==> src/rtl/draw_pkg.sv <==
`default_nettype none
// ============================================================================
// Module   : draw_pkg
// Brief    : Shared select codes, sprite geometry, colours and state encoding.
// Revision : 1.0
// ============================================================================
package draw_pkg;

    localparam int SCREEN_W = 160;
    localparam int SCREEN_H = 120;

    localparam int PLAYER_W = 8;
    localparam int PLAYER_H = 8;
    localparam int ENEMY_W  = 8;
    localparam int ENEMY_H  = 6;
    localparam int BULLET_W = 1;
    localparam int BULLET_H = 3;

    localparam logic [2:0] PLAYER_COL = 3'b010;
    localparam logic [2:0] ENEMY_COL  = 3'b100;
    localparam logic [2:0] BULLET_COL = 3'b111;
    localparam logic [2:0] ERASE_COL  = 3'b000;

    localparam logic [3:0] SEL_NONE   = 4'd0;
    localparam logic [3:0] SEL_PLAYER = 4'd1;
    localparam logic [3:0] SEL_ENEMY1 = 4'd2;
    localparam logic [3:0] SEL_ENEMY2 = 4'd3;
    localparam logic [3:0] SEL_ENEMY3 = 4'd4;
    localparam logic [3:0] SEL_ENEMY4 = 4'd5;
    localparam logic [3:0] SEL_BULLET = 4'd6;

    typedef struct packed {
        logic [7:0] base_x;
        logic [6:0] base_y;
        logic [7:0] w;
        logic [6:0] h;
        logic [2:0] colour;
    } sprite_attr_t;

    typedef enum logic [2:0] {
        ST_IDLE   = 3'd0,
        ST_READY  = 3'd1,
        ST_SCAN   = 3'd2,
        ST_FINISH = 3'd3,
        ST_HOLD   = 3'd4
    } draw_state_t;

endpackage
`default_nettype wire

==> src/rtl/sprite_attr_mux.sv <==
`default_nettype none
// ============================================================================
// Module   : sprite_attr_mux
// Brief    : Selects origin, box size and colour of the object being drawn.
// Revision : 1.0
// ============================================================================
module sprite_attr_mux
    import draw_pkg::*;
#(
    parameter int         PLAYER_W   = draw_pkg::PLAYER_W,
    parameter int         PLAYER_H   = draw_pkg::PLAYER_H,
    parameter int         ENEMY_W    = draw_pkg::ENEMY_W,
    parameter int         ENEMY_H    = draw_pkg::ENEMY_H,
    parameter int         BULLET_W   = draw_pkg::BULLET_W,
    parameter int         BULLET_H   = draw_pkg::BULLET_H,
    parameter logic [2:0] PLAYER_COL = draw_pkg::PLAYER_COL,
    parameter logic [2:0] ENEMY_COL  = draw_pkg::ENEMY_COL,
    parameter logic [2:0] BULLET_COL = draw_pkg::BULLET_COL,
    parameter logic [2:0] ERASE_COL  = draw_pkg::ERASE_COL
) (
    input  logic [3:0]   i_draw_select,
    input  logic [7:0]   i_player_x,
    input  logic [6:0]   i_player_y,
    input  logic [7:0]   i_enemy1_x,
    input  logic [6:0]   i_enemy1_y,
    input  logic [7:0]   i_enemy2_x,
    input  logic [6:0]   i_enemy2_y,
    input  logic [7:0]   i_enemy3_x,
    input  logic [6:0]   i_enemy3_y,
    input  logic [7:0]   i_enemy4_x,
    input  logic [6:0]   i_enemy4_y,
    input  logic [7:0]   i_bullet_x,
    input  logic [6:0]   i_bullet_y,
    input  logic [3:0]   i_enemy_alive,
    input  logic         i_bullet_active,
    output sprite_attr_t o_attr
);

    logic [7:0] w_enemy_x [4];
    logic [6:0] w_enemy_y [4];
    logic [3:0] w_enemy_off;
    logic [1:0] w_enemy_idx;

    assign w_enemy_x[0] = i_enemy1_x;
    assign w_enemy_x[1] = i_enemy2_x;
    assign w_enemy_x[2] = i_enemy3_x;
    assign w_enemy_x[3] = i_enemy4_x;
    assign w_enemy_y[0] = i_enemy1_y;
    assign w_enemy_y[1] = i_enemy2_y;
    assign w_enemy_y[2] = i_enemy3_y;
    assign w_enemy_y[3] = i_enemy4_y;

    assign w_enemy_off = i_draw_select - SEL_ENEMY1;
    assign w_enemy_idx = w_enemy_off[1:0];

    // Unknown select codes fall through to an all-zero (0x0) box.
    always_comb begin
        o_attr = '0;
        case (i_draw_select)
            SEL_PLAYER: begin
                o_attr.base_x = i_player_x;
                o_attr.base_y = i_player_y;
                o_attr.w      = 8'(PLAYER_W);
                o_attr.h      = 7'(PLAYER_H);
                o_attr.colour = PLAYER_COL;
            end
            SEL_ENEMY1, SEL_ENEMY2, SEL_ENEMY3, SEL_ENEMY4: begin
                o_attr.base_x = w_enemy_x[w_enemy_idx];
                o_attr.base_y = w_enemy_y[w_enemy_idx];
                o_attr.w      = 8'(ENEMY_W);
                o_attr.h      = 7'(ENEMY_H);
                o_attr.colour = i_enemy_alive[w_enemy_idx] ? ENEMY_COL : ERASE_COL;
            end
            SEL_BULLET: begin
                o_attr.base_x = i_bullet_x;
                o_attr.base_y = i_bullet_y;
                o_attr.w      = 8'(BULLET_W);
                o_attr.h      = 7'(BULLET_H);
                o_attr.colour = i_bullet_active ? BULLET_COL : ERASE_COL;
            end
            default: o_attr = '0;
        endcase
    end

endmodule
`default_nettype wire

==> src/rtl/draw_display_handler.sv <==
`default_nettype none
// ============================================================================
// Module   : draw_display_handler
// Brief    : Rasterises the selected object's bounding box into VGA pixels.
// Revision : 1.0
// ============================================================================
module draw_display_handler
    import draw_pkg::*;
#(
    parameter int         SCREEN_W   = draw_pkg::SCREEN_W,
    parameter int         SCREEN_H   = draw_pkg::SCREEN_H,
    parameter int         PLAYER_W   = draw_pkg::PLAYER_W,
    parameter int         PLAYER_H   = draw_pkg::PLAYER_H,
    parameter int         ENEMY_W    = draw_pkg::ENEMY_W,
    parameter int         ENEMY_H    = draw_pkg::ENEMY_H,
    parameter int         BULLET_W   = draw_pkg::BULLET_W,
    parameter int         BULLET_H   = draw_pkg::BULLET_H,
    parameter logic [2:0] PLAYER_COL = draw_pkg::PLAYER_COL,
    parameter logic [2:0] ENEMY_COL  = draw_pkg::ENEMY_COL,
    parameter logic [2:0] BULLET_COL = draw_pkg::BULLET_COL,
    parameter logic [2:0] ERASE_COL  = draw_pkg::ERASE_COL
) (
    input  logic       clk,
    input  logic       reset,
    input  logic [3:0] draw_select,
    input  logic       enable_load,
    input  logic       enable_draw,
    input  logic [7:0] player_x,
    input  logic [6:0] player_y,
    input  logic [7:0] enemy1_x,
    input  logic [6:0] enemy1_y,
    input  logic [7:0] enemy2_x,
    input  logic [6:0] enemy2_y,
    input  logic [7:0] enemy3_x,
    input  logic [6:0] enemy3_y,
    input  logic [7:0] enemy4_x,
    input  logic [6:0] enemy4_y,
    input  logic [7:0] bullet_x,
    input  logic [6:0] bullet_y,
    input  logic [3:0] enemy_alive,
    input  logic       bullet_active,
    output logic [7:0] x,
    output logic [6:0] y,
    output logic [2:0] colour,
    output logic       plot,
    output logic       done
);

    sprite_attr_t w_sel_attr;

    sprite_attr_mux #(
        .PLAYER_W   (PLAYER_W),
        .PLAYER_H   (PLAYER_H),
        .ENEMY_W    (ENEMY_W),
        .ENEMY_H    (ENEMY_H),
        .BULLET_W   (BULLET_W),
        .BULLET_H   (BULLET_H),
        .PLAYER_COL (PLAYER_COL),
        .ENEMY_COL  (ENEMY_COL),
        .BULLET_COL (BULLET_COL),
        .ERASE_COL  (ERASE_COL)
    ) u_attr_mux (
        .i_draw_select   (draw_select),
        .i_player_x      (player_x),
        .i_player_y      (player_y),
        .i_enemy1_x      (enemy1_x),
        .i_enemy1_y      (enemy1_y),
        .i_enemy2_x      (enemy2_x),
        .i_enemy2_y      (enemy2_y),
        .i_enemy3_x      (enemy3_x),
        .i_enemy3_y      (enemy3_y),
        .i_enemy4_x      (enemy4_x),
        .i_enemy4_y      (enemy4_y),
        .i_bullet_x      (bullet_x),
        .i_bullet_y      (bullet_y),
        .i_enemy_alive   (enemy_alive),
        .i_bullet_active (bullet_active),
        .o_attr          (w_sel_attr)
    );

    draw_state_t  r_state_q,  w_state_d;
    sprite_attr_t r_attr_q,   w_attr_d;
    logic [7:0]   r_cx_q,     w_cx_d;
    logic [6:0]   r_cy_q,     w_cy_d;
    logic [7:0]   r_x_q,      w_x_d;
    logic [6:0]   r_y_q,      w_y_d;
    logic [2:0]   r_colour_q, w_colour_d;
    logic         r_plot_q,   w_plot_d;
    logic         r_done_q,   w_done_d;

    logic         w_row_end;
    logic         w_last;
    logic [7:0]   w_next_cx;
    logic [6:0]   w_next_cy;
    logic [7:0]   w_pix_cx;
    logic [6:0]   w_pix_cy;
    logic [8:0]   w_sum_x;
    logic [7:0]   w_sum_y;
    logic         w_on_screen;

    assign w_row_end = (r_cx_q == r_attr_q.w - 8'd1);
    assign w_last    = w_row_end && (r_cy_q == r_attr_q.h - 7'd1);
    assign w_next_cx = w_row_end ? 8'd0 : r_cx_q + 8'd1;
    assign w_next_cy = w_row_end ? r_cy_q + 7'd1 : r_cy_q;

    // READY emits the origin pixel; SCAN emits the pixel after the current one.
    assign w_pix_cx    = (r_state_q == ST_SCAN) ? w_next_cx : 8'd0;
    assign w_pix_cy    = (r_state_q == ST_SCAN) ? w_next_cy : 7'd0;
    assign w_sum_x     = {1'b0, r_attr_q.base_x} + {1'b0, w_pix_cx};
    assign w_sum_y     = {1'b0, r_attr_q.base_y} + {1'b0, w_pix_cy};
    assign w_on_screen = (w_sum_x < 9'(SCREEN_W)) && (w_sum_y < 8'(SCREEN_H));

    always_comb begin
        w_state_d  = r_state_q;
        w_attr_d   = r_attr_q;
        w_cx_d     = r_cx_q;
        w_cy_d     = r_cy_q;
        w_x_d      = r_x_q;
        w_y_d      = r_y_q;
        w_colour_d = r_colour_q;
        w_plot_d   = 1'b0;
        w_done_d   = 1'b0;

        case (r_state_q)
            ST_READY: begin
                if (enable_draw) begin
                    if ((r_attr_q.w == 8'd0) || (r_attr_q.h == 7'd0)) begin
                        w_state_d = ST_FINISH;
                        w_done_d  = 1'b1;
                    end else begin
                        w_state_d  = ST_SCAN;
                        w_cx_d     = 8'd0;
                        w_cy_d     = 7'd0;
                        w_x_d      = w_sum_x[7:0];
                        w_y_d      = w_sum_y[6:0];
                        w_colour_d = r_attr_q.colour;
                        w_plot_d   = w_on_screen;
                    end
                end
            end
            ST_SCAN: begin
                if (enable_draw) begin
                    if (w_last) begin
                        w_state_d = ST_FINISH;
                        w_done_d  = 1'b1;
                    end else begin
                        w_cx_d     = w_next_cx;
                        w_cy_d     = w_next_cy;
                        w_x_d      = w_sum_x[7:0];
                        w_y_d      = w_sum_y[6:0];
                        w_colour_d = r_attr_q.colour;
                        w_plot_d   = w_on_screen;
                    end
                end
            end
            ST_FINISH: w_state_d = ST_HOLD;
            default:   w_state_d = r_state_q;
        endcase

        // A load aborts whatever is in flight and re-arms from the new object.
        if (enable_load) begin
            w_state_d = ST_READY;
            w_attr_d  = w_sel_attr;
            w_cx_d    = 8'd0;
            w_cy_d    = 7'd0;
            w_plot_d  = 1'b0;
            w_done_d  = 1'b0;
        end
    end

    always_ff @(posedge clk or posedge reset) begin
        if (reset) begin
            r_state_q  <= ST_IDLE;
            r_attr_q   <= '0;
            r_cx_q     <= 8'd0;
            r_cy_q     <= 7'd0;
            r_x_q      <= 8'd0;
            r_y_q      <= 7'd0;
            r_colour_q <= 3'd0;
            r_plot_q   <= 1'b0;
            r_done_q   <= 1'b0;
        end else begin
            r_state_q  <= w_state_d;
            r_attr_q   <= w_attr_d;
            r_cx_q     <= w_cx_d;
            r_cy_q     <= w_cy_d;
            r_x_q      <= w_x_d;
            r_y_q      <= w_y_d;
            r_colour_q <= w_colour_d;
            r_plot_q   <= w_plot_d;
            r_done_q   <= w_done_d;
        end
    end

    assign x      = r_x_q;
    assign y      = r_y_q;
    assign colour = r_colour_q;
    assign plot   = r_plot_q;
    assign done   = r_done_q;

endmodule
`default_nettype wire

==> config.mk <==
export PLATFORM = sky130hd
export DESIGN_NAME = draw_display_handler
export DESIGN_NICKNAME = d
export VERILOG_FILES = /design/src/rtl/draw_pkg.sv /design/src/rtl/sprite_attr_mux.sv /design/src/rtl/draw_display_handler.sv
export SDC_FILE = /design/constraint.sdc
export NUM_CORES = 1
export LEC_CHECK = 0
export BUFFER_PORTS_ARGS = -buffer_cell sky130_fd_sc_hd__buf_4
export CAP_MARGIN = 15
export CORE_UTILIZATION = 45
export DETAILED_ROUTE_END_ITERATION = 8
export PLACE_DENSITY_LB_ADDON = 0.25
export SLEW_MARGIN = 20
export SYNTH_ARGS = -nofsm -noshare
export SYNTH_HDL_FRONTEND = slang
export SYNTH_SLANG_ARGS = --single-unit
==> constraint.sdc <==
create_clock -name clk -period 12.79 [get_ports clk]
set_clock_uncertainty 0.2 [all_clocks]
set_input_delay 2.558 -clock clk [delete_from_list [all_inputs] [get_ports clk]]
set_output_delay 2.558 -clock clk [all_outputs]
set_load 0.01 [all_outputs]
Word level (Yosys, flattened, before mapping). Index checks and enable logic that the tools add are counted.

Muxes and demuxes: 60. Magnitude comparators: 4. Bitwise operators: 1. Eq/ne operators: 20. $add $sub $neg: 7. Reductions and logical operators: 12.

Operators by type and width (number): $mux W8 (13); $pmux W33 S3 (1); $mux W7 (13); $pmux W8 S2 (2); $mux W3 (10); $pmux W7 S2 (2); $bmux W8 S2 (1); $ne A3 B3 Y1 const B (5); $bmux W7 S2 (1); $eq A4 B3 Y1 const B (3); $mux W1 (12); $reduce_and A5 Y1 (2); $add A8 B8 Y9 (1); $lt A9 B8 Y1 const B (1); $pmux W3 S3 (1); $add A7 B7 Y8 (1); $add A8 B1 Y8 const B (1); $eq A4 B2 Y1 const B (2); $eq A8 B8 Y1 (1); $logic_not A8 Y1 (1); $lt A8 B7 Y1 const B (1); $ne A2 B2 Y1 const B (4); $sub A8 B1 Y8 const B (1); $add A7 B1 Y7 const B (1); other kinds (20) (23).

Input bits: 103. Output and inout port bits: 20. Register bits: 71. Logic and storage cells: 117.

Logic depth before layout (Yosys ltp). Gate-level depths: netlist of run 1.

Word-level depth: 11. Mapped depth: 18. Depth with buffers taken out: 17.

By module. From an unflattened synthesis of run 1, not the netlist that was laid out.

Cell total of the unflattened synthesis: 472. Area total of the unflattened synthesis: 5116.2 um^2.

Modules (own cells, without submodules): draw_display_handler (cells an instance 380, instances 1, sequential area each 1776.7 um^2, area an instance 4155.2 um^2); sprite_attr_mux (cells an instance 92, instances 1, sequential area each 0.0 um^2, area an instance 960.9 um^2).

Worst setup path before layout of run 1. Ideal clock, no wire load.

Path kind: input to register. Start: input port draw_select[0]. End: register r_attr_q[23] (netlist bit). Buffers on the path: 2. Stages on the path: 5. Data arrival time: 4.458 ns. Path slack: 7.991 ns. Data required time: 12.449 ns. Setup time: 0.141 ns. Cell sequence: clkbuf_1 -> buf_1 -> mux4_2 -> a222oi_1 -> o22ai_1.

Cells in the longest elaborated chain, start to end: 6. Elaborated cells on any way between the ends: 13. Classes of those cells: add/sub (1); eq/ne (6); mux (4); bitwise (1); reduce/logical (1).

RTL lines: start, declared (line draw_display_handler.sv:25) `input logic [3:0] draw_select,`; $sub A2 B2 Y2 (line sprite_attr_mux.sv:53) `assign w_enemy_off = i_draw_select - SEL_ENEMY1;`; $not A2 Y3 (implied by the code) (line sprite_attr_mux.sv:69) `o_attr.base_y = w_enemy_y[w_enemy_idx];`; $bmux W7 S2 (line sprite_attr_mux.sv:69); $mux W7 (implied by the code) (2 in series) (line sprite_attr_mux.sv:69); $pmux W33 S3 * (line sprite_attr_mux.sv:59) `case (i_draw_select)`; end signal, assigned (line draw_display_handler.sv:184) `r_attr_q <= w_attr_d;`; end, declared (line draw_display_handler.sv:82) `sprite_attr_t r_attr_q, w_attr_d;`.

Mark *: on every way between the ends. The rest lies on a longest branch, timed or not. The select of a mux whose other input is x is not followed. A chain may end at the register's enable or synchronous reset.

Worst setup path in the final report of run 1.
Start: register r_attr_q[10] (netlist bit). End: register r_plot_q, in the netlist plot.

Cells in the longest elaborated chain, start to end: 11. Elaborated cells on any way between the ends: 20. Classes of those cells: add/sub (3); order compare (2); eq/ne (1); mux (10); reduce/logical (4).

RTL lines: $sub A8 B1 Y8 (line draw_display_handler.sv:101) `assign w_row_end = (r_cx_q == r_attr_q.w - 8'd1);`; $eq A8 B8 Y1 (line draw_display_handler.sv:101); $mux W8 or $mux W7 (tied branches) (line draw_display_handler.sv:103, draw_display_handler.sv:104); $mux W8 or $mux W7 (tied branches) (line draw_display_handler.sv:107, draw_display_handler.sv:108); $add A8 B8 Y9 or $add A7 B7 Y8 (tied branches) (line draw_display_handler.sv:109, draw_display_handler.sv:110); $lt A9 B8 Y1 or $lt A8 B7 Y1 (tied branches) (line draw_display_handler.sv:111) `assign w_on_screen = (w_sum_x < 9'(SCREEN_W)) && (w_sum_y < 8'(SCREEN_H));`; $logic_and A1 B1 Y1 (line draw_display_handler.sv:111); $mux W1, on equally long branches (line draw_display_handler.sv:143, draw_display_handler.sv:127); $mux W1, on equally long branches (line draw_display_handler.sv:142, draw_display_handler.sv:126); $pmux W1 S2 * (line draw_display_handler.sv:124) `case (r_state_q)`; $mux W1 * (line draw_display_handler.sv:161) `if (enable_load) begin`; via w_plot_d (line draw_display_handler.sv:88) `logic r_plot_q, w_plot_d;`; end signal, assigned (line draw_display_handler.sv:190) `r_plot_q <= w_plot_d;`; end, declared (line draw_display_handler.sv:88).

The timed path passes the listed nets; every way through them passes the cells marked *.

==> results of run 1 <==
area by class of cell:
| class | count | area, µm² |
|---|---|---|
| multi-input cells | 318 | 2510 |
| inverters | 30 | 113 |
| repair buffers | 126 | 946 |
| fillers | 779 | 3740 |
| clock buffers | 10 | 138 |
| clock inverters | 6 | 110 |
| flip-flops and latches | 61 | 1530 |
| well taps | 129 | 161 |
stage by stage:
| stage | cells | setup WS (ps) | power [mW] | cell area, µm² |
|---|---|---|---|---|
| 2_1_floorplan | 436 | 7990 | 0.300 | 4280 |
| 3_3_place_gp | 664 | 8080 | 0.359 | 5250 |
| 3_5_place_dp | 664 | 7980 | 0.361 | 5250 |
| 4_1_cts | 680 | 8080 | 0.576 | 5500 |
| 5_1_grt | 680 | 7740 | 0.599 | 5500 |
| 6_report | 680 | 8050 | 0.572 | 5500 |
kinds of logic (layout without fill, tap and decap cells):
kind of cell / count (synthesis) / count (layout)
adder cells (fa/ha/maj): 22 / 22
AO/OA/AOI/OAI: 106 / 106
flip-flops: 61 / 61
buffers and inverters: 57 / 172
AND/OR/NAND/NOR: 125 / 125
multiplexers: 37 / 37
XOR/XNOR: 28 / 28
registers in the layout, summed over array words and instances (netlist names):
signal,count
colour,3
done,1
plot,1
r_attr_q,23
r_cx_q,8
r_cy_q,7
r_state_q,3
x,8
y,7
worst min-delay path: cells and delay by family (launching register included):
| kind | cells | cell delay (ps) |
|---|---|---|
| compound gates | 1 | 60 |
| flops | 1 | 340 |
| simple gates | 1 | 50 |
power by group:
| group | switching (mW) | internal (mW) |
|---|---|---|
| Combinational | 0.0593 | 0.0725 |
| Sequential | 0.0141 | 0.212 |
| Clock | 0.0797 | 0.134 |
| Total | 0.153 | 0.419 |
metal layers:
metal	global-route usage [%]	up-vias	share of wire, %	routed length (µm)
li1	-	1839	-	-
met5	0	-	0	0
met4	12.4	0	4.3	492
met3	5.41	46	6.3	713
met2	40.1	186	48	5480
met1	29.4	1874	41	4640
layout by cell type, fill, tap and decap left out, drive strengths merged, types with 4 or more instances in the layout:
cell type / n
mux4: 16
inv: 30
mux2: 10
xnor2: 15
nor3: 5
ha: 19
mux2i: 11
o31ai: 4
and3: 7
o21ai: 30
or4: 9
a21oi: 23
nand2: 25
a222oi: 15
clkbuf: 10
and2: 5
buf: 126
o22ai: 17
nor2: 38
xor2: 13
nand3: 12
or3: 4
dfrtp: 61
how the worst max path moves through the flow:
stage | start | end | slack (ps) | depth (start not counted)
5_1_grt | r_attr_q[10] | plot | 7740 | 14
2_1_floorplan | draw_select[0] | r_attr_q[23] | 7990 | 5
6_report | r_attr_q[10] | plot | 8050 | 14
3_5_place_dp | enable_draw | r_cx_q[6] | 7980 | 8
3_3_place_gp | enable_draw | r_cx_q[6] | 8080 | 8
4_1_cts | r_attr_q[10] | plot | 8080 | 14
==> metrics, run 1 <==
vias in the first global route=about 3900; worst min path class=flip-flop to flip-flop; Die H=99.6 µm; Synth top area share=35.6%; Final GP Congestion=0.872; Pre-antenna DRT Iters=8; FF+latch count, synth=61; Synth cell types=59; Root Buffer=clkbuf_8; Core Box Area=9240 µm²; HPWL Detailed=8770 µm; Critical path buffers and inverters=1; ANT nets after route=0; Post-synth ARST share=100%; Fin Hold WS=282 ps; I/O pins=123; WHS Path Cells=2; peak supply drop=0.0593 mV; htree depth=3; R2R depth=14; Avg Synthesized Cell Area=around 9.8 µm²; worst min-delay path endpoint=y[4]; required time of the critical path=~13000 ps; Slew headroom=49.1%; Vias/cell=5.80; minimum clock period=4740 ps; Initial DRC Count=244; critical path class=flip-flop to flip-flop; fin. max-slew vios=0; # port buffers=122; RSZ-0062 raised after global routing=false; worst slew pin tran=763 ps; Diodes inserted=0; aggregate routed wire length=11300 µm; number of synthesized flops with an enable pin=0; Top FF cell, synth=dfrtp_1; main combinational cell family by area after synthesis=compound AO/OA/AOI/OAI gates; via count=3945; Finished Core Util=59.6%; slowest CP cell=or4_4; fin nets=670; XOR/XNOR Fraction of Synth Area=under 10%; GRT Total Usage=24.1%; final period utilization=37.0%; clk_lat worst skew=roughly 350 ps; CTS tree=built; DRC=0; r2r startpoint=r_attr_q[10]; Critical Path Start Type=flip-flop; cts repair resizes=0; post-synthesis compound-gate area fraction=16.7%; CP Capture Type=flip-flop; Layout area overhead=28.5%; crit path DAT=4760 ps; Synthesized Nets=560; crit path max fanout=9; die width=99.6 µm; Max Buffers Root-to-Sink=2; simple-gate area share of the yosys netlist=between 10% and 20%; Synth area leaders=dfrtp_1, mux4_2, ha_1, a222oi_1, o21ai_0; CTS Hold Bufs=0; Max-cap violations=0; largest net degree at the start of global routing=62; Ys Warns=0; total CTS buffers=9; Synth top cells by count=dfrtp_1, nor2_1, inv_1, o21ai_0, nand2_1; HP Start=y[4]; Initial Util=46.4%; Worst-path clk slew=70 ps; Syn Std Cell Area=4280 µm²; post-CTS setup buffers=0; setup tns final=0 ps; wire length per cell=16.6 µm; leakage=between 2 and 2.5 nW; Seq/Total Area, Yosys=35.6%; FMAX=around 210 MHz; adder-cell area share of the yosys netlist=6.72%; initial antenna violation count=0; total congestion overflow=0; status=completed; final hold vios=0; R2R setup slack=between 8000 and 9000 ps; first-pass GRT wire length=between 15000 and 20000 µm; CP cell instances=inv_1, ha_1, or4_4, o22ai_4, nand2_1, xor2_1, nor2_1, ha_1, fa_1, a21o_1, a21oi_1, nor4bb_1, or4_4, a2111oi_2; leading area contributor after synthesis=dfrtp_1; mux share of post-synthesis cell area=13.6%; power per cell area=104 nW/µm²; Worst path max stage delay=560 ps; cell family with most CP delay=simple AND/OR/NAND/NOR gates; share of cells above drive strength 1=about a third; Final Setup Violations=0; Site Rows=35; Syn Inst Count=436; total clock sinks=61; DIE AREA=9910 µm²; top-count cell post-synth=dfrtp_1; reg2reg end=plot
No activity file was read; power rests on OpenSTA's default activity.
==> run 2: changes to the inputs <==
==> constraint.sdc (replaced) <==
create_clock -name clk -period 3.97 [get_ports clk]
set_clock_uncertainty 0.2 [all_clocks]
set_input_delay 0.794 -clock clk [delete_from_list [all_inputs] [get_ports clk]]
set_output_delay 0.794 -clock clk [all_outputs]
set_load 0.01 [all_outputs]
==> metrics, run 2 (same netlist as run 1, synthesis figures left out) <==
status=completed (unchanged); Layout fillers=775 (was 779); CTS Hold Bufs=0 (unchanged); total CTS buffers=9 (unchanged); final period utilization=95.4% (was 37.0%); initial antenna violation count=0 (unchanged); required time of the critical path=4010 ps (was 12810 ps); DRC=0 (unchanged); Core Box Area=9240 µm² (unchanged); I/O pins=123 (unchanged); Die H=99.6 µm (unchanged); commonest non-fill, non-tap cell in the layout=buf_4 (unchanged); total congestion overflow=0 (unchanged); Worst-path clk slew=70 ps (about the same); reg2reg end=plot (unchanged); clk_lat worst skew=340 ps (was 350 ps); leakage=2.54 nW (was 2.48 nW); slowest CP cell=or4_4 (unchanged); CTS tree=built (unchanged); aggregate routed wire length=11500 µm (was 11300 µm); RSZ-0062 raised after global routing=false (unchanged); Initial DRC Count=202 (was 244); CP cell instances=inv_1, ha_2, or4_4, o22ai_4, nand2_2, buf_4, mux2i_4, nor2_4, fa_2, a21o_1, a21oi_4, nor4bb_2, or4_4, a2111oi_4 (was inv_1, ha_1, or4_4, o22ai_4, nand2_1, xor2_1, nor2_1, ha_1, fa_1, a21o_1, a21oi_1, nor4bb_1, or4_4, a2111oi_2); cell family with most CP delay=simple AND/OR/NAND/NOR gates (unchanged); Root Buffer=clkbuf_8 (unchanged); R2R setup slack=180 ps (was 8050 ps); critical path class=flip-flop to flip-flop (unchanged); r2r startpoint=r_attr_q[10] (unchanged); Critical path buffers and inverters=2 (was 1); DIE AREA=9910 µm² (unchanged); die width=99.6 µm (unchanged); Layout area overhead=33.5% (was 28.5%); largest net degree at the start of global routing=51 (was 62); crit path DAT=3820 ps (was 4760 ps); HP Start=x[3] (was y[4]); peak supply drop=0.178 mV (was 0.0593 mV); Pre-antenna DRT Iters=5 (was 8); Initial Util=46.4% (unchanged); power per cell area=324 nW/µm² (was 104 nW/µm²); Vias/cell=5.61 (was 5.80); Pwr Total=1.85 mW (was 0.572 mW); setup tns final=0 ps (unchanged); first-pass GRT wire length=18300 µm (was 18400 µm); Slew headroom=42.3% (was 49.1%); final instance area=5720 µm² (was 5500 µm²); total clock sinks=61 (unchanged); Max-cap violations=0 (unchanged); htree depth=3 (unchanged); Max Buffers Root-to-Sink=2 (unchanged); max FFs per register=23 (unchanged); ANT nets after route=0 (unchanged); most frequent cells in the layout=buf_4, dfrtp_1, nor2_1, inv_1, o21ai_0 (was buf_4, dfrtp_1, nor2_1, o21ai_0, inv_1); fin. max-slew vios=0 (unchanged); wire length per cell=16.6 µm (about the same); Area after DPL=5370 µm² (was 5250 µm²); Final GP Congestion=0.897 (was 0.872); vias in the first global route=3755 (was 3891); WHS Path Cells=2 (unchanged); FMAX=264 MHz (was 211 MHz); Final Setup Violations=0 (unchanged); most frequent CP cell=or4_4; HPWL Detailed=9070 µm (was 8770 µm); CP Capture Type=flip-flop (unchanged); Worst path max stage delay=540 ps (was 560 ps); via count=3906 (was 3945); R2R depth=14 (unchanged); worst min-delay path endpoint=x[3] (was y[4]); Site Rows=35 (unchanged); GRT Total Usage=23.9% (was 24.1%); minimum clock period=3790 ps (was 4740 ps); fin nets=686 (was 670); worst min path class=flip-flop to flip-flop (unchanged); crit path max fanout=8 (was 9); # port buffers=122 (unchanged); Diodes inserted=0 (unchanged); share of cells above drive strength 1=37.7% (was 33.4%); final hold vios=0 (unchanged); largest register by flop count=r_attr_q (unchanged); worst slew pin tran=864 ps (was 763 ps); Critical Path Start Type=flip-flop (unchanged)
[run 2: cell types whose count changed in the layout (fill, tap and decap cells not counted), sizes merged]
cell	change
buf	+16
clkinv	+1
clkbuf	-1
[run 2: layer usage]
metal  vias to the layer above  GRT usage (%)  wire, µm
met5                         -              0         0
met4                         0           7.92       280
met3                        16           4.08       576
met2                       155           41.5      5780
met1                      1861           30.3      4900
li1                       1874              -         -
[run 2: report_power, final]
part           internal, mW  total, mW  leakage [nW]  switching [mW]
registers             0.684      0.727         0.827          0.0434
logic                 0.245      0.442          1.60           0.196
clock network         0.420      0.682         0.116           0.262
[run 2: metrics by stage]
stage          hold WS (ps)  cells  setup slack [ps]  util [%]
2_1_floorplan           282    436              19.4         -
3_3_place_gp            262    678               149      58.1
3_5_place_dp            271    678              40.6      58.1
4_1_cts                 286    694              27.8      60.7
5_1_grt                 318    696              3.47      61.9
6_report                279    696               185      61.9
[run 2: repair_timing]
item | CTS | global route
setup buffers | 0 | 2
gates resized for setup | 0 | 19
endpoints found under the setup margin | 0 | 2
[run 2: cell type report]
cell class	count	area, µm²	area share, %
clock buffer	9	124	2.17
tap	129	161	2.82
inverter	30	114	1.99
clock inverter	7	123	2.14
multi-input combinational	318	2600	45.5
sequential	61	1530	26.7
timing repair buffer	142	1070	18.7
[run 2: worst reg2reg max path, delay by kind of cell (launching register included)]
family / cells / cell delay [ps]
fa+ha+maj: 2 / 560
simple gates: 5 / 1210
mux: 1 / 190
compound gates: 4 / 950
buf+inv: 2 / 230
flops: 1 / 340
[run 2: worst max-delay path by stage]
stage	startpoint	end	slack, ps	depth (start not counted)
after floorplan	r_attr_q[10]	plot	20	14
after global placement	r_attr_q[10]	plot	150	14
after detailed placement	r_attr_q[10]	plot	40	14
after CTS	r_attr_q[10]	plot	30	14
after global routing	r_attr_q[10]	plot	3	18
final	r_attr_q[10]	plot	180	14
==> run 3: changes to the inputs <==
--- a/config.mk
+++ b/config.mk
@@ -9,8 +9,8 @@
 export CAP_MARGIN = 15
 export CORE_UTILIZATION = 45
 export DETAILED_ROUTE_END_ITERATION = 8
-export PLACE_DENSITY_LB_ADDON = 0.25
-export SLEW_MARGIN = 20
+export PLACE_DENSITY_LB_ADDON = 0.12
+export SLEW_MARGIN = 10
 export SYNTH_ARGS = -nofsm -noshare
 export SYNTH_HDL_FRONTEND = slang
 export SYNTH_SLANG_ARGS = --single-unit
==> metrics, run 3 (same netlist as run 1, synthesis figures left out) <==
status=completed (unchanged); most frequent CP cell=a21oi_4 (was or4_4); first-pass GRT wire length=18100 µm (was 18300 µm); ANT nets after route=0 (unchanged); Finished Core Util=61.9% (about the same); R2R depth=12 (was 14); fin. max-slew vios=0 (unchanged); htree depth=3 (unchanged); max FFs per register=23 (unchanged); commonest non-fill, non-tap cell in the layout=buf_4 (unchanged); Initial Util=46.4% (unchanged); # port buffers=122 (unchanged); share of cells above drive strength 1=37.3% (was 37.7%); fin nets=687 (was 686); Final GP Congestion=0.863 (was 0.897); R2R setup slack=20 ps (was 180 ps); largest net degree at the start of global routing=53 (was 51); slowest CP cell=or4b_4 (was or4_4); area occupied by multi-input gates=2570 µm² (was 2600 µm²); minimum clock period=3950 ps (was 3790 ps); CTS tree=built (unchanged); clk_lat worst skew=340 ps (about the same); Slew headroom=45.8% (was 42.3%); Worst-path clk slew=70 ps (about the same); FMAX=253 MHz (was 264 MHz); leakage=2.58 nW (was 2.54 nW); vias in the first global route=3799 (was 3755); cell family with most CP delay=simple AND/OR/NAND/NOR gates (unchanged); total clock sinks=61 (unchanged); total CTS buffers=9 (unchanged); Worst path max stage delay=560 ps (was 540 ps); Critical path buffers and inverters=0 (was 2); Layout area overhead=33.4% (was 33.5%); I/O pins=123 (unchanged); initial antenna violation count=3 (was 0); Vias/cell=5.59 (was 5.61); CP Capture Type=flip-flop (unchanged); HPWL Detailed=8860 µm (was 9070 µm); peak supply drop=0.141 mV (was 0.178 mV); storage element area=1530 µm² (about the same); Pre-antenna DRT Iters=7 (was 5); CP cell instances=or4b_4, a21oi_4, nand2_4, xor2_1, nor2_1, ha_2, fa_2, a21o_1, a21oi_4, nor4bb_1, or4_4, a2111oi_4 (was inv_1, ha_2, or4_4, o22ai_4, nand2_2, buf_4, mux2i_4, nor2_4, fa_2, a21o_1, a21oi_4, nor4bb_2, or4_4, a2111oi_4); Final Setup Violations=0 (unchanged); via count=3914 (was 3906); wire length per cell=16.6 µm (about the same); final period utilization=99.5% (was 95.4%); die width=99.6 µm (unchanged); required time of the critical path=4010 ps (about the same); Fin Hold WS=217 ps (was 279 ps); largest register by flop count=r_attr_q (unchanged); aggregate routed wire length=11600 µm (was 11500 µm); Max-cap violations=0 (unchanged); power per cell area=314 nW/µm² (was 324 nW/µm²); Layout fillers=774 (was 775); Die H=99.6 µm (unchanged); DRC=0 (unchanged); DIE AREA=9910 µm² (unchanged); most frequent cells in the layout=buf_4, dfrtp_1, nor2_1, o21ai_0, inv_1 (was buf_4, dfrtp_1, nor2_1, inv_1, o21ai_0); reg2reg end=plot (unchanged); RSZ-0062 raised after global routing=true (was false); worst slew pin tran=811 ps (was 864 ps); critical path class=flip-flop to flip-flop (unchanged); crit path DAT=3990 ps (was 3820 ps); GRT Total Usage=23.8% (was 23.9%); crit path max fanout=8 (unchanged); worst min path class=input port to asynchronous set/reset pin (was flip-flop to flip-flop); Max Buffers Root-to-Sink=2 (unchanged); total congestion overflow=0 (unchanged); Site Rows=35 (unchanged); CTS Hold Bufs=0 (unchanged); Root Buffer=clkbuf_8 (unchanged); Core Box Area=9240 µm² (unchanged); r2r startpoint=r_cx_q[1] (was r_attr_q[10]); Initial DRC Count=234 (was 202); final hold vios=0 (unchanged); Critical Path Start Type=flip-flop (unchanged)
## run 3: changes by cell type in the layout (fill, tap and decap cells not counted), sizes merged
cell / before / now
clkbuf: 9 / 12
diode: 0 / 3
clkinvlp: 2 / 0
buf: 142 / 143
bufinv: 3 / 2
## run 3: final cells by class
cell class | instances | share of cell area, %
Multi-Input combinational cell | 318 | 45.0
Sequential cell | 61 | 26.8
Timing Repair Buffer | 143 | 19.4
Tap cell | 129 | 2.82
Clock buffer | 12 | 2.71
Inverter | 30 | 1.97
Clock inverter | 4 | 1.23
Antenna cell | 3 | 0.131
## run 3: what timing repair did
item                       4_1_cts  5_1_grt
setup endpoints to repair        1        2
resized for setup                0       18
pin swaps                        1       17
setup buffers                    0        7
## run 3: layer usage
layer | track usage (%) | vias up | wire (µm)
met2 | 38.9 | 150 | 5750
met4 | 13.3 | 0 | 325
met3 | 5.48 | 19 | 662
met5 | 0 | - | 0
met1 | 29.0 | 1871 | 4900
li1 | - | 1874 | -
## run 3: power breakdown
group          internal (mW)  switching (mW)  leakage (nW)
logic                  0.248           0.199          1.64
registers              0.684          0.0426         0.824
clock network          0.386           0.238         0.116
total                   1.32           0.480          2.58
## run 3: how the worst max path moves through the flow
stage                      end    startpoint  slack (ps)  depth (start not counted)
after detailed placement  plot  r_attr_q[10]          -5                         14
after global placement    plot  r_attr_q[10]          90                         14
after floorplan           plot  r_attr_q[10]          20                         14
final                     plot     r_cx_q[1]          20                         12
after global routing      plot  r_attr_q[10]        -120                         13
after CTS                 plot  r_attr_q[10]           1                         14
## run 3: per-stage QoR
step	TNS, ps	setup WS [ps]	total power, mW	cell area, µm²	instances
floorplan	0	19.4	0.966	4300	436
global placement	0	86.9	1.17	5350	674
detailed placement	-5.41	-5.41	1.18	5350	674
CTS	0	1.11	1.81	5570	690
global route	-146	-115	1.89	5720	700
finish	0	21.3	1.80	5720	700
